<file path="src/rtl/key_search_scheduler.sv">
// key_search_scheduler: dynamic key dispatcher for the RC4 brute-force datapath.
// A shared key counter feeds NUM_CORES decrypt cores; any core that completes
// with failure is handed the next untried key. The first successful key and
// its core index are latched; exhaustion is flagged once every key below
// KEY_LIMIT has failed.
// Optional feature macro: KEY_SEARCH_PERF_EN (search-duration cycle counter).
module key_search_scheduler #(
  parameter int     NUM_CORES = 4,
  parameter int     KEY_WIDTH = 24,
  parameter longint KEY_LIMIT = 4194304,
  parameter longint START_KEY = 0,
  parameter int     IDX_W     = (NUM_CORES > 1) ? $clog2(NUM_CORES) : 1
) (
  input  logic                           clk,
  input  logic                           reset,
  input  logic                           start,
  output logic [NUM_CORES-1:0]           core_start,
  output logic [NUM_CORES*KEY_WIDTH-1:0] core_key,
  input  logic [NUM_CORES-1:0]           core_done,
  input  logic [NUM_CORES-1:0]           core_success,
  output logic                           busy,
  output logic                           found,
  output logic                           exhausted,
  output logic [KEY_WIDTH-1:0]           found_key,
  output logic [IDX_W-1:0]               found_core,
  output logic [KEY_WIDTH:0]             keys_issued,
  output logic [31:0]                    cycle_count,
  output logic [9:0]                     LEDR
);

  // One extra bit so KEY_LIMIT == 2^KEY_WIDTH compares without wrapping.
  localparam logic [KEY_WIDTH:0] LIMIT_W = (KEY_WIDTH+1)'(KEY_LIMIT);
  localparam logic [KEY_WIDTH:0] START_W = (KEY_WIDTH+1)'(START_KEY);

  typedef enum logic [1:0] {
    S_IDLE,
    S_RUN,
    S_FOUND,
    S_FAIL
  } state_t;

  state_t                 state;
  logic [NUM_CORES-1:0]   core_busy;
  logic [KEY_WIDTH:0]     next_key;

  logic                   succ_hit;
  logic [IDX_W-1:0]       succ_idx;
  logic [KEY_WIDTH-1:0]   succ_key;
  logic                   free_hit;
  logic [NUM_CORES-1:0]   free_onehot;
  logic [NUM_CORES-1:0]   busy_after;
  logic                   dispatch_en;

  // Priority pick of the lowest successful busy core and the lowest idle core.
  // The idle pick uses the registered busy flags, so a core that reports
  // failure on this edge is only re-dispatched on the following edge.
  always_comb begin
    succ_hit    = 1'b0;
    succ_idx    = '0;
    succ_key    = '0;
    free_hit    = 1'b0;
    free_onehot = '0;
    for (int unsigned i = 0; i < NUM_CORES; i++) begin
      if (!succ_hit && core_done[i] && core_success[i] && core_busy[i]) begin
        succ_hit = 1'b1;
        succ_idx = IDX_W'(i);
        succ_key = core_key[i*KEY_WIDTH +: KEY_WIDTH];
      end
      if (!free_hit && !core_busy[i]) begin
        free_hit       = 1'b1;
        free_onehot[i] = 1'b1;
      end
    end
    busy_after  = core_busy & ~core_done;
    dispatch_en = free_hit && (next_key < LIMIT_W);
  end

  // Search FSM: dispatch, success capture, exhaustion detection.
  always_ff @(posedge clk) begin
    if (reset) begin
      state       <= S_IDLE;
      core_start  <= '0;
      core_key    <= '0;
      core_busy   <= '0;
      next_key    <= START_W;
      busy        <= 1'b0;
      found       <= 1'b0;
      exhausted   <= 1'b0;
      found_key   <= '0;
      found_core  <= '0;
      keys_issued <= '0;
    end else begin
      core_start <= '0;
      case (state)
        S_RUN: begin
          if (succ_hit) begin
            state      <= S_FOUND;
            busy       <= 1'b0;
            found      <= 1'b1;
            found_key  <= succ_key;
            found_core <= succ_idx;
          end else begin
            core_busy <= busy_after | (dispatch_en ? free_onehot : '0);
            if (dispatch_en) begin
              core_start <= free_onehot;
              for (int unsigned i = 0; i < NUM_CORES; i++) begin
                if (free_onehot[i]) begin
                  core_key[i*KEY_WIDTH +: KEY_WIDTH] <= next_key[KEY_WIDTH-1:0];
                end
              end
              next_key    <= next_key + (KEY_WIDTH+1)'(1);
              keys_issued <= keys_issued + (KEY_WIDTH+1)'(1);
            end
            if ((next_key == LIMIT_W) && (core_busy == '0)) begin
              state     <= S_FAIL;
              busy      <= 1'b0;
              exhausted <= 1'b1;
            end
          end
        end
        default: begin
          // IDLE keeps the search context clear; FOUND/FAIL hold until start.
          if ((state == S_IDLE) || start) begin
            found       <= 1'b0;
            exhausted   <= 1'b0;
            keys_issued <= '0;
            next_key    <= START_W;
          end
          if (start) begin
            state      <= S_RUN;
            busy       <= 1'b1;
            core_busy  <= '0;
            found_key  <= '0;
            found_core <= '0;
          end
        end
      endcase
    end
  end

`ifdef KEY_SEARCH_PERF_EN
  // Search duration: cleared by the start that enters RUN, counts RUN cycles,
  // frozen outside RUN, saturating.
  always_ff @(posedge clk) begin
    if (reset) begin
      cycle_count <= '0;
    end else if ((state != S_RUN) && start) begin
      cycle_count <= '0;
    end else if ((state == S_RUN) && (cycle_count != '1)) begin
      cycle_count <= cycle_count + 32'd1;
    end
  end
`else
  assign cycle_count = '0;
`endif

  assign LEDR = {7'b0, exhausted, found, busy};

endmodule

</file>
<file path="config.mk">
export PLATFORM = sky130hd
export DESIGN_NAME = key_search_scheduler
export DESIGN_NICKNAME = d
export VERILOG_FILES = /design/src/rtl/key_search_scheduler.sv
export SDC_FILE = /design/constraint.sdc
export NUM_CORES = 1
export LEC_CHECK = 0
export CAP_MARGIN = 20
export CORE_ASPECT_RATIO = 0.7
export CORE_MARGIN = 1
export CORE_UTILIZATION = 57
export DETAILED_ROUTE_END_ITERATION = 6
export DONT_BUFFER_PORTS = 1
export PLACE_DENSITY = 0.83
export SYNTH_ARGS = -nofsm -noshare
export SYNTH_HDL_FRONTEND = slang
export SYNTH_SLANG_ARGS = --single-unit
</file>
<file path="constraint.sdc">
create_clock -name clk -period 2.31 [get_ports clk]
set_clock_uncertainty 0.15 [all_clocks]
set_input_delay 0.462 -clock clk [delete_from_list [all_inputs] [get_ports clk]]
set_output_delay 0.462 -clock clk [all_outputs]
set_load 0.02 [all_outputs]
</file>
==> impl_metrics.tcl, run 1 <==
set metrics [dict create \
    wl_per_cell_um 20.3 \
    cts_sinks 185 \
    reg2reg_from "next_key[24]" \
    synth_top_cell_area_share 0.462 \
    ys_ff_latch 185 \
    area_delta_synth_final_pct 15.1 \
    relSlewSlack 0.648 \
    end_kind "flop" \
    routed_wirelength_mm 23.9 \
    vdd_drop_max_v 0.000563 \
    num_vias 7516 \
    place_congestion 0.931 \
    slowest_delay_ns 0.57 \
    power.density_mw_per_mm2 710 \
    rr_endpoint "core_key[28]" \
    worstSkewPairLatency_ns 0.44 \
    dieArea_mm2 0.0146 \
    syn_inst 970 \
    cts_tree "yes" \
    fill_cells 1036 \
    async_flop_share 0 \
    path_class "flop to flop" \
    hold_path.startpoint "reset" \
    drv_slew 0 \
    hold_viol 18 \
    layout.nets 993 \
    firstDrtPassIters 6 \
    cts_buffer_depth 2 \
    cp_data_required_time_ns 2.52 \
    synth_cell_types 53 \
    dp_hpwl_mm 15.5 \
    start_util 0.597 \
    postSynthAreaPerCell_um2 8.27 \
    cap_viol_max_count 0 \
    rows 35 \
    min_period_ns 2.30 \
    cts_root_buffer "clkbuf_16" \
    hold_end "core_key[29]" \
    p_seq_frac 0.490 \
    cts_hold_buf 3 \
    drive_gt1_frac 0.168 \
    ios 207 \
    yosys-top-cells-area "dfxtp_1 46%, nand2_1 9.5%, a21oi_1 7.7%, buf_4 3.9%, a222oi_1 3.0%" \
    crit_fanout 5 \
    power.net_switching_mw 1.70 \
    final.period_utilization 0.996 \
    synthTopCellsByCount "204 x nand2_1, 185 x dfxtp_1, 124 x a21oi_1" \
    finalSetupViolCount 0 \
    p_leak_nw 3.01 \
    max_freq_ghz 0.434 \
    p_int_mw 4.86 \
    power_frac_clock 0.454 \
    status "finished with violations" \
    track_usage 0.315 \
    die_w_um 144 \
    dp_slack_ns 0.0204 \
    synth_seq_area_share 0.462 \
    arrival_ns 2.52 \
    timing_worst_slew_pin_value_ns 0.527 \
    grt_max_degree 122 \
    die_y_um 101 \
    synth_top_area_cell "dfxtp_1" \
    whs_ns -0.0383 \
    grt.overflow.total 0 \
    seqCellArea_mm2 0.00371 \
    path_buf_inv 2 \
    cp_top_family "simple AND/OR/NAND/NOR gates" \
    crit_chain "or4b_4, or3_4, nor4b_4, buf_6, clkbuf_4, nand2_1, a21oi_1" \
    htreeDepth 4 \
    fin_setup_tns_ns 0 \
    drc 0 \
    failed_checks "hold timing" \
    grt_pass1_vias 6699 \
    cts_inserted_buffers 17 \
    antenna_found_initial 0 \
    io_buffers 0 \
    diodes 0 \
    syn-cell-area_mm2 0.00802 \
    ys_warn_count 0 \
    yosysMostFrequentCell "nand2_1" \
    cpMaxStageDelayCell "or4b_4" \
    synth_edf_count 0 \
    ff2ff_setup_slack_ns 0.008 \
    rsz0062_at_grt "yes" \
    worstHoldPathType "primary input to flop" \
    multi_input_area_mm2 0.00389 \
    pwr-share-comb 0.056 \
    r2r.worst_path.cells 7 \
    antenna_left 0 \
    setup_slack_ns 0.00845 \
    worstHoldPathCells 1 \
    core-area_mm2 0.0134 \
    worstSetupStartpointType "flop" \
    sw_frac_of_total 0.259 \
    drt_iter0_markers 855 \
    via_per_inst 6.39 \
    clkTransAtPathRegs_ns 0.07 \
    grt_pass1_wl_mm 35.4 \
    synth_flop_cell "dfxtp_1" \
]
layout by cell type (no fill, tap or decap), drive strengths merged, types with 24 or more instances in the layout:
| cell | Yosys | layout |
|---|---|---|
| nand3 | 34 | 34 |
| nor2 | 26 | 26 |
| buf | 75 | 78 |
| or4 | 24 | 24 |
| conb | 1 | 39 |
| nand2 | 204 | 204 |
| a21oi | 130 | 130 |
| a222oi | 24 | 24 |
| o21ai | 38 | 38 |
| dfxtp | 185 | 185 |
what timing repair did:
action	4_1_cts	5_1_grt
resized for setup	0	46
pin swaps	0	5
endpoints found under the hold margin	112	109
buffers inserted	0	2
gates cloned	0	2
setup endpoints to repair	3	70
how the worst max path moves through the flow:
stage / from / endpoint / slack [ns] / depth (start not counted)
5_1_grt: next_key[1] / next_key[8] / -0.1 / 6
3_5_place_dp: next_key[24] / core_key[45] / 0.02 / 6
6_report: next_key[24] / core_key[28] / 0.008 / 7
3_3_place_gp: next_key[24] / core_key[37] / 0.06 / 6
4_1_cts: next_key[24] / core_key[27] / -0.04 / 6
2_1_floorplan: next_key[24] / core_key[52] / 0.01 / 7
logic make-up (layout without fill, tap and decap cells):
family / count (synthesis) / in the layout / synth area share
AO/OA/AOI/OAI: 252 / 252 / 0.195
XOR/XNOR: 4 / 4 / 0.00437
flip-flops: 185 / 185 / 0.462
multiplexers: 2 / 2 / 0.00250
buffers and inverters: 137 / 121 / 0.0922
AND/OR/NAND/NOR: 386 / 386 / 0.239
adder cells (fa/ha/maj): 3 / 3 / 0.00468
other: 1 / 39 / 0.000467
flip-flops by register name, summed over array words and instances, names as in the netlist:
name and count:
busy 1, core_busy 4, core_key 96, core_start 4, exhausted 1, found 1, found_core 2, found_key 24
keys_issued 25, next_key 25, state 2
routing by layer:
metal / wire [um] / GRT usage
met5: 0 / 0.00329
met4: 323 / 0.101
met3: 3070 / 0.109
met2: 10800 / 0.485
met1: 9700 / 0.415
stage by stage:
step | total power, mW | hold slack (ns) | std cells | instance area [um2] | util
3_3_place_gp | 3.61 | 0.353 | 1138 | 8390 | 0.624
2_1_floorplan | 3.58 | 0.306 | 1008 | 8160 | -
6_report | 6.56 | -0.0383 | 1177 | 9230 | 0.687
5_1_grt | 6.72 | -0.0651 | 1177 | 9230 | 0.687
3_5_place_dp | 3.62 | 0.353 | 1138 | 8390 | 0.624
4_1_cts | 6.53 | -0.0501 | 1173 | 9020 | 0.671
layout make-up:
cell class / count / area share
multi-input combinational: 686 / 0.421
sequential: 185 / 0.402
timing repair buffer: 83 / 0.0835
clock buffer: 17 / 0.0461
tap: 185 / 0.0251
clock inverter: 15 / 0.0195
inverter: 6 / 0.00244
power groups by stage:
stage,Clock (mW),Combinational (mW),Sequential [mW]
floorplan,0,0.296,3.29
global placement,0,0.321,3.29
detailed placement,0,0.327,3.29
CTS,2.98,0.331,3.22
global route,3.12,0.388,3.22
finish,2.98,0.367,3.22
No activity file was read; power rests on OpenSTA's default activity.
==> run 2, diff against run 1 <==
Settings changed: SETUP_SLACK_MARGIN from default to 0.15.
==> run 2 against run 1 <==
Against the previous run: the run ends with DRC, hold timing, setup timing left; register-to-register slack got worse by 0.12 ns; core utilization rose by 6.3 points; non-clock buffer count rose by 21; hold slack got worse by 0.015 ns; largest cell class unchanged; largest power group unchanged.
==> impl_metrics.tcl, run 2 (synthesis results as in run 1) <==
set metrics [dict create \
    status "finished with violations" \
    failed_checks "DRC, hold timing, setup timing" \
    cts_buffer_depth 2 \
    wl_per_cell_um 24.1 \
    grt_pass1_vias 7099 \
    antenna_left 0 \
    reg_top3 "core_key (96), keys_issued (25), next_key (25)" \
    drive_gt1_frac 0.289 \
    finalSetupViolCount 25 \
    cts_inserted_buffers 17 \
    final_cell_mix "175 x nand2_1, 170 x dfxtp_1, 73 x a21oi_1, 68 x buf_4, 56 x a21oi_2" \
    arrival_ns 2.62 \
    drt_iter0_markers 1384 \
    drc 2 \
    total_power_mw 6.65 \
    worstSetupStartpointType "flop" \
    die_w_um 144 \
    start_util 0.597 \
    min_period_ns 2.42 \
    cts_tree "yes" \
    relSlewSlack 0.655 \
    drv_slew 0 \
    setup_slack_ns -0.115 \
    final_common_cell "nand2_1" \
    grt_max_degree 122 \
    htreeDepth 4 \
    dieArea_mm2 0.0146 \
    dp.cells 1138 \
    largest_reg_flops 96 \
    path_class "flop to flop" \
    crit_fanout 7 \
    grt.overflow.total 0 \
    worstSkewPairLatency_ns 0.44 \
    io_buffers 0 \
    hold_viol 21 \
    via_per_inst 6.95 \
    diodes 0 \
    dp_slack_ns 0.0459 \
    worstHoldPathType "primary input to flop" \
    timing_worst_slew_pin_value_ns 0.517 \
    final.period_utilization 1.05 \
    fill_cells 849 \
    firstDrtPassIters 7 \
    fin_setup_tns_ns -0.634 \
    grt_pass1_wl_mm 37.4 \
    cts_root_buffer "clkbuf_16" \
    ios 207 \
    core-area_mm2 0.0134 \
    registers.top_by_ff_count "core_key" \
    die_y_um 101 \
    routed_wirelength_mm 28.9 \
    antenna_found_initial 0 \
    track_usage 0.336 \
    whs_ns -0.0528 \
    dp_hpwl_mm 15.4 \
    max_freq_ghz 0.412 \
    rows 35 \
    cp_data_required_time_ns 2.51 \
    cts_sinks 185 \
    cap_viol_max_count 0 \
    place_congestion 0.908 \
    end_kind "flop" \
    rsz0062_at_grt "yes" \
    clkTransAtPathRegs_ns 0.07 \
    num_vias 8322 \
    power.density_mw_per_mm2 660 \
    stdcell_count 1198 \
    layout.nets 1014 \
    vdd_drop_max_v 0.000523 \
    p_leak_nw 3.41 \
    area_delta_synth_final_pct 25.7 \
]
==> run 2: cell count changes in the layout (fill, tap and decap cells not counted), sizes merged <==
cell / before / now
dlygate4sd3: 3 / 0
buf: 78 / 97
clkinvlp: 1 / 2
clkinv: 6 / 5
clkbuf: 19 / 24
==> run 2: area by class of cell <==
type	instances	area (um2)	area share
inverters	6	22.5	0.00223
clock buffers	17	425	0.0422
multi-input cells	686	4410	0.437
well taps	185	231	0.0230
flip-flops and latches	185	3720	0.369
clock inverters	15	158	0.0156
repair buffers	104	1110	0.110
==> run 2: stage by stage <==
step	utilization	area, um2
finish	0.750	10100
global route	0.750	10100
CTS	0.681	9160
detailed placement	0.624	8390
global placement	0.624	8390
floorplan	-	8200
==> run 2: worst max-delay path: stages, from the launching register on <==
cell	delay, ns
dfxtp_2	0.32
or4b_4	0.58
or3_4	0.37
nor4b_4	0.31
buf_6	0.18
buf_6	0.16
nand2_1	0.07
a21oi_1	0.19
==> run 2: report_power, final <==
| group | switching, mW | internal [mW] | total, mW |
|---|---|---|---|
| Sequential | 0.0244 | 3.20 | 3.22 |
| Combinational | 0.326 | 0.181 | 0.508 |
| Clock | 1.39 | 1.53 | 2.92 |
| Total | 1.74 | 4.91 | 6.65 |
==> run 2: timing repair <==
item | CTS | global route
resized for setup | 24 | 176
setup endpoints to repair | 115 | 159
setup buffers | 5 | 16
gates cloned | 2 | 7
pin swaps | 4 | 69
endpoints found under the hold margin | 112 | 112
==> run 2: layer usage <==
layer	global-route usage	share of wire	vias to the layer above
li1	-	-	3457
met1	0.431	0.36	3947
met2	0.506	0.44	755
met3	0.121	0.15	163
met4	0.151	0.048	0
met5	0.0197	0	-
==> run 2: worst paths after layout <==
path         slack [ns]            to          from  cells past startpoint
max reg2reg       -0.11  core_key[24]  next_key[24]                      7
min               -0.05  core_busy[0]         reset                      1
min reg2reg        0.38      state[0]      state[0]                      2
max               -0.11  core_key[24]  next_key[24]                      7
==> run 3, diff against run 2 <==
Settings changed: CORE_ASPECT_RATIO 0.7 to 1.25, CTS_BUF_LIST from default to sky130_fd_sc_hd__clkbuf_16.
==> run 3 against run 2 <==
Against the previous run: the flow finishes with violations (hold timing, setup timing); power shrank 0.64%; worst setup slack lost 0.11 ns; routed wire length grew 6.2%; cell area grew 4.5%; die area is essentially flat; critical path depth is the same; sequential share of layout area shrank 1.6 points; maximum frequency shrank 4.5%; hold slack lost 0.0043 ns; clock-buffer cell count is the same; combinational power grew 2%.
==> impl_metrics.tcl, run 3 (synthesis results as in run 1) <==
set metrics [dict create \
    status "finished with violations" \
    failed_checks "hold timing, setup timing" \
    layout.nets 1015 \
    worstSkewPairLatency_ns 0.44 \
    cts_sinks 185 \
    vdd_drop_max_v 0.000666 \
    via_per_inst 7.06 \
    dp_slack_ns 0.0453 \
    cap_viol_max_count 0 \
    rows 48 \
    hold_viol 21 \
    max_freq_ghz 0.394 \
    cts_buffer_depth 2 \
    fin_area_mm2 0.0105 \
    worstSetupStartpointType "flop" \
    final_cell_mix "171 x dfxtp_1, 132 x nand2_1, 89 x a21oi_2, 68 x buf_4, 59 x nand2_4" \
    timing_worst_slew_pin_value_ns 0.633 \
    registers.top_by_ff_count "core_key" \
    drive_gt1_frac 0.358 \
    fin_util 0.766 \
    largest_reg_flops 96 \
    grt_max_degree 122 \
    die_y_um 135 \
    busiest_layer "met2" \
    min_period_ns 2.54 \
    total_power_mw 6.61 \
    relSlewSlack 0.578 \
    cts_tree "yes" \
    rsz0062_at_grt "yes" \
    track_usage 0.328 \
    cts_root_buffer "clkbuf_16" \
    worstHoldPathType "primary input to flop" \
    end_kind "flop" \
    power.density_mw_per_mm2 627 \
    drt_iter0_markers 1365 \
    reg_top3 "core_key (96), keys_issued (25), next_key (25)" \
    drc 0 \
    antenna_left 0 \
    cp_data_required_time_ns 2.47 \
    grt_pass1_vias 7023 \
    clkTransAtPathRegs_ns 0.06 \
    drv_slew 0 \
    finalSetupViolCount 47 \
    dpl_cell_area_mm2 0.00836 \
    final_common_cell "dfxtp_1" \
    met1_usage 0.364 \
    cts_inserted_buffers 17 \
    firstDrtPassIters 7 \
    die_w_um 108 \
    p_leak_nw 3.70 \
    whs_ns -0.0571 \
    start_util 0.583 \
    final.period_utilization 1.10 \
    fill_cells 804 \
    setup_slack_ns -0.228 \
    antenna_found_initial 1 \
    diodes 0 \
    path_class "flop to flop" \
    met2_usage 0.552 \
    dieArea_mm2 0.0146 \
    grt.overflow.total 0 \
    area_delta_synth_final_pct 31.4 \
    arrival_ns 2.70 \
    ios 207 \
    grt_util_met3 0.0903 \
    htreeDepth 4 \
    num_vias 8389 \
    dp_hpwl_mm 15.1 \
    crit_fanout 6 \
    routed_wirelength_mm 30.7 \
    io_buffers 0 \
    wl_per_cell_um 25.8 \
    grt_pass1_wl_mm 36.6 \
    place_congestion 0.889 \
    core-area_mm2 0.0138 \
]
-- run 3: path summary, 6_finish.rpt --
path	startpoint	to	slack (ns)	cells past startpoint
setup / recovery	state[1]	core_key[40]	-0.23	7
hold / removal	reset	found_core[1]	-0.06	1
setup reg to reg	state[1]	core_key[40]	-0.23	7
hold reg to reg	state[0]	state[0]	0.38	2
-- run 3: cell type report --
type / count / area, um2 / share of cell area
Clock inverter: 14 / 149 / 0.0141
Inverter: 6 / 22.5 / 0.00214
Tap cell: 175 / 219 / 0.0208
Sequential cell: 185 / 3720 / 0.353
Timing Repair Buffer: 105 / 1190 / 0.113
Multi-Input combinational cell: 686 / 4810 / 0.457
Clock buffer: 17 / 425 / 0.0404
-- run 3: worst max-delay path: stages (launching register included) --
cell	delay [ns]
dfxtp_2	0.34
or4b_4	0.56
or3_4	0.38
nor4b_4	0.24
buf_6	0.19
buf_8	0.16
nand2_4	0.06
a21oi_2	0.33
-- run 3: metrics by stage --
step | setup TNS [ns] | hold slack (ns) | std cells
floorplan | 0 | 0.306 | 1008
detailed placement | 0 | 0.330 | 1128
CTS | 0 | -0.0630 | 1172
global route | -2.12 | -0.0697 | 1188
finish | -1.33 | -0.0571 | 1188
global placement | 0 | 0.321 | 1128
-- run 3: layer usage --
metal  vias up  wire (um)
li1       3453          -
met1      3975       9900
met2       718      14500
met3       241       3920
met4         2       2360
met5         -         13
-- run 3: timing repair --
item / 4_1_cts / 5_1_grt
setup buffers: 7 / 7
pin swaps: 27 / 105
cloned: 6 / 9
resized for setup: 56 / 253
endpoints found under the hold margin: 112 / 112
endpoints found under the setup margin: 95 / 146
-- run 3: where the power goes --
| group | total, mW | switching (mW) | leakage [nW] | internal [mW] |
|---|---|---|---|---|
| Combinational | 0.516 | 0.334 | 1.93 | 0.182 |
| Sequential | 3.22 | 0.0201 | 1.50 | 3.20 |
| Clock | 2.87 | 1.28 | 0.277 | 1.59 |
| Total | 6.61 | 1.63 | 3.70 | 4.98 |
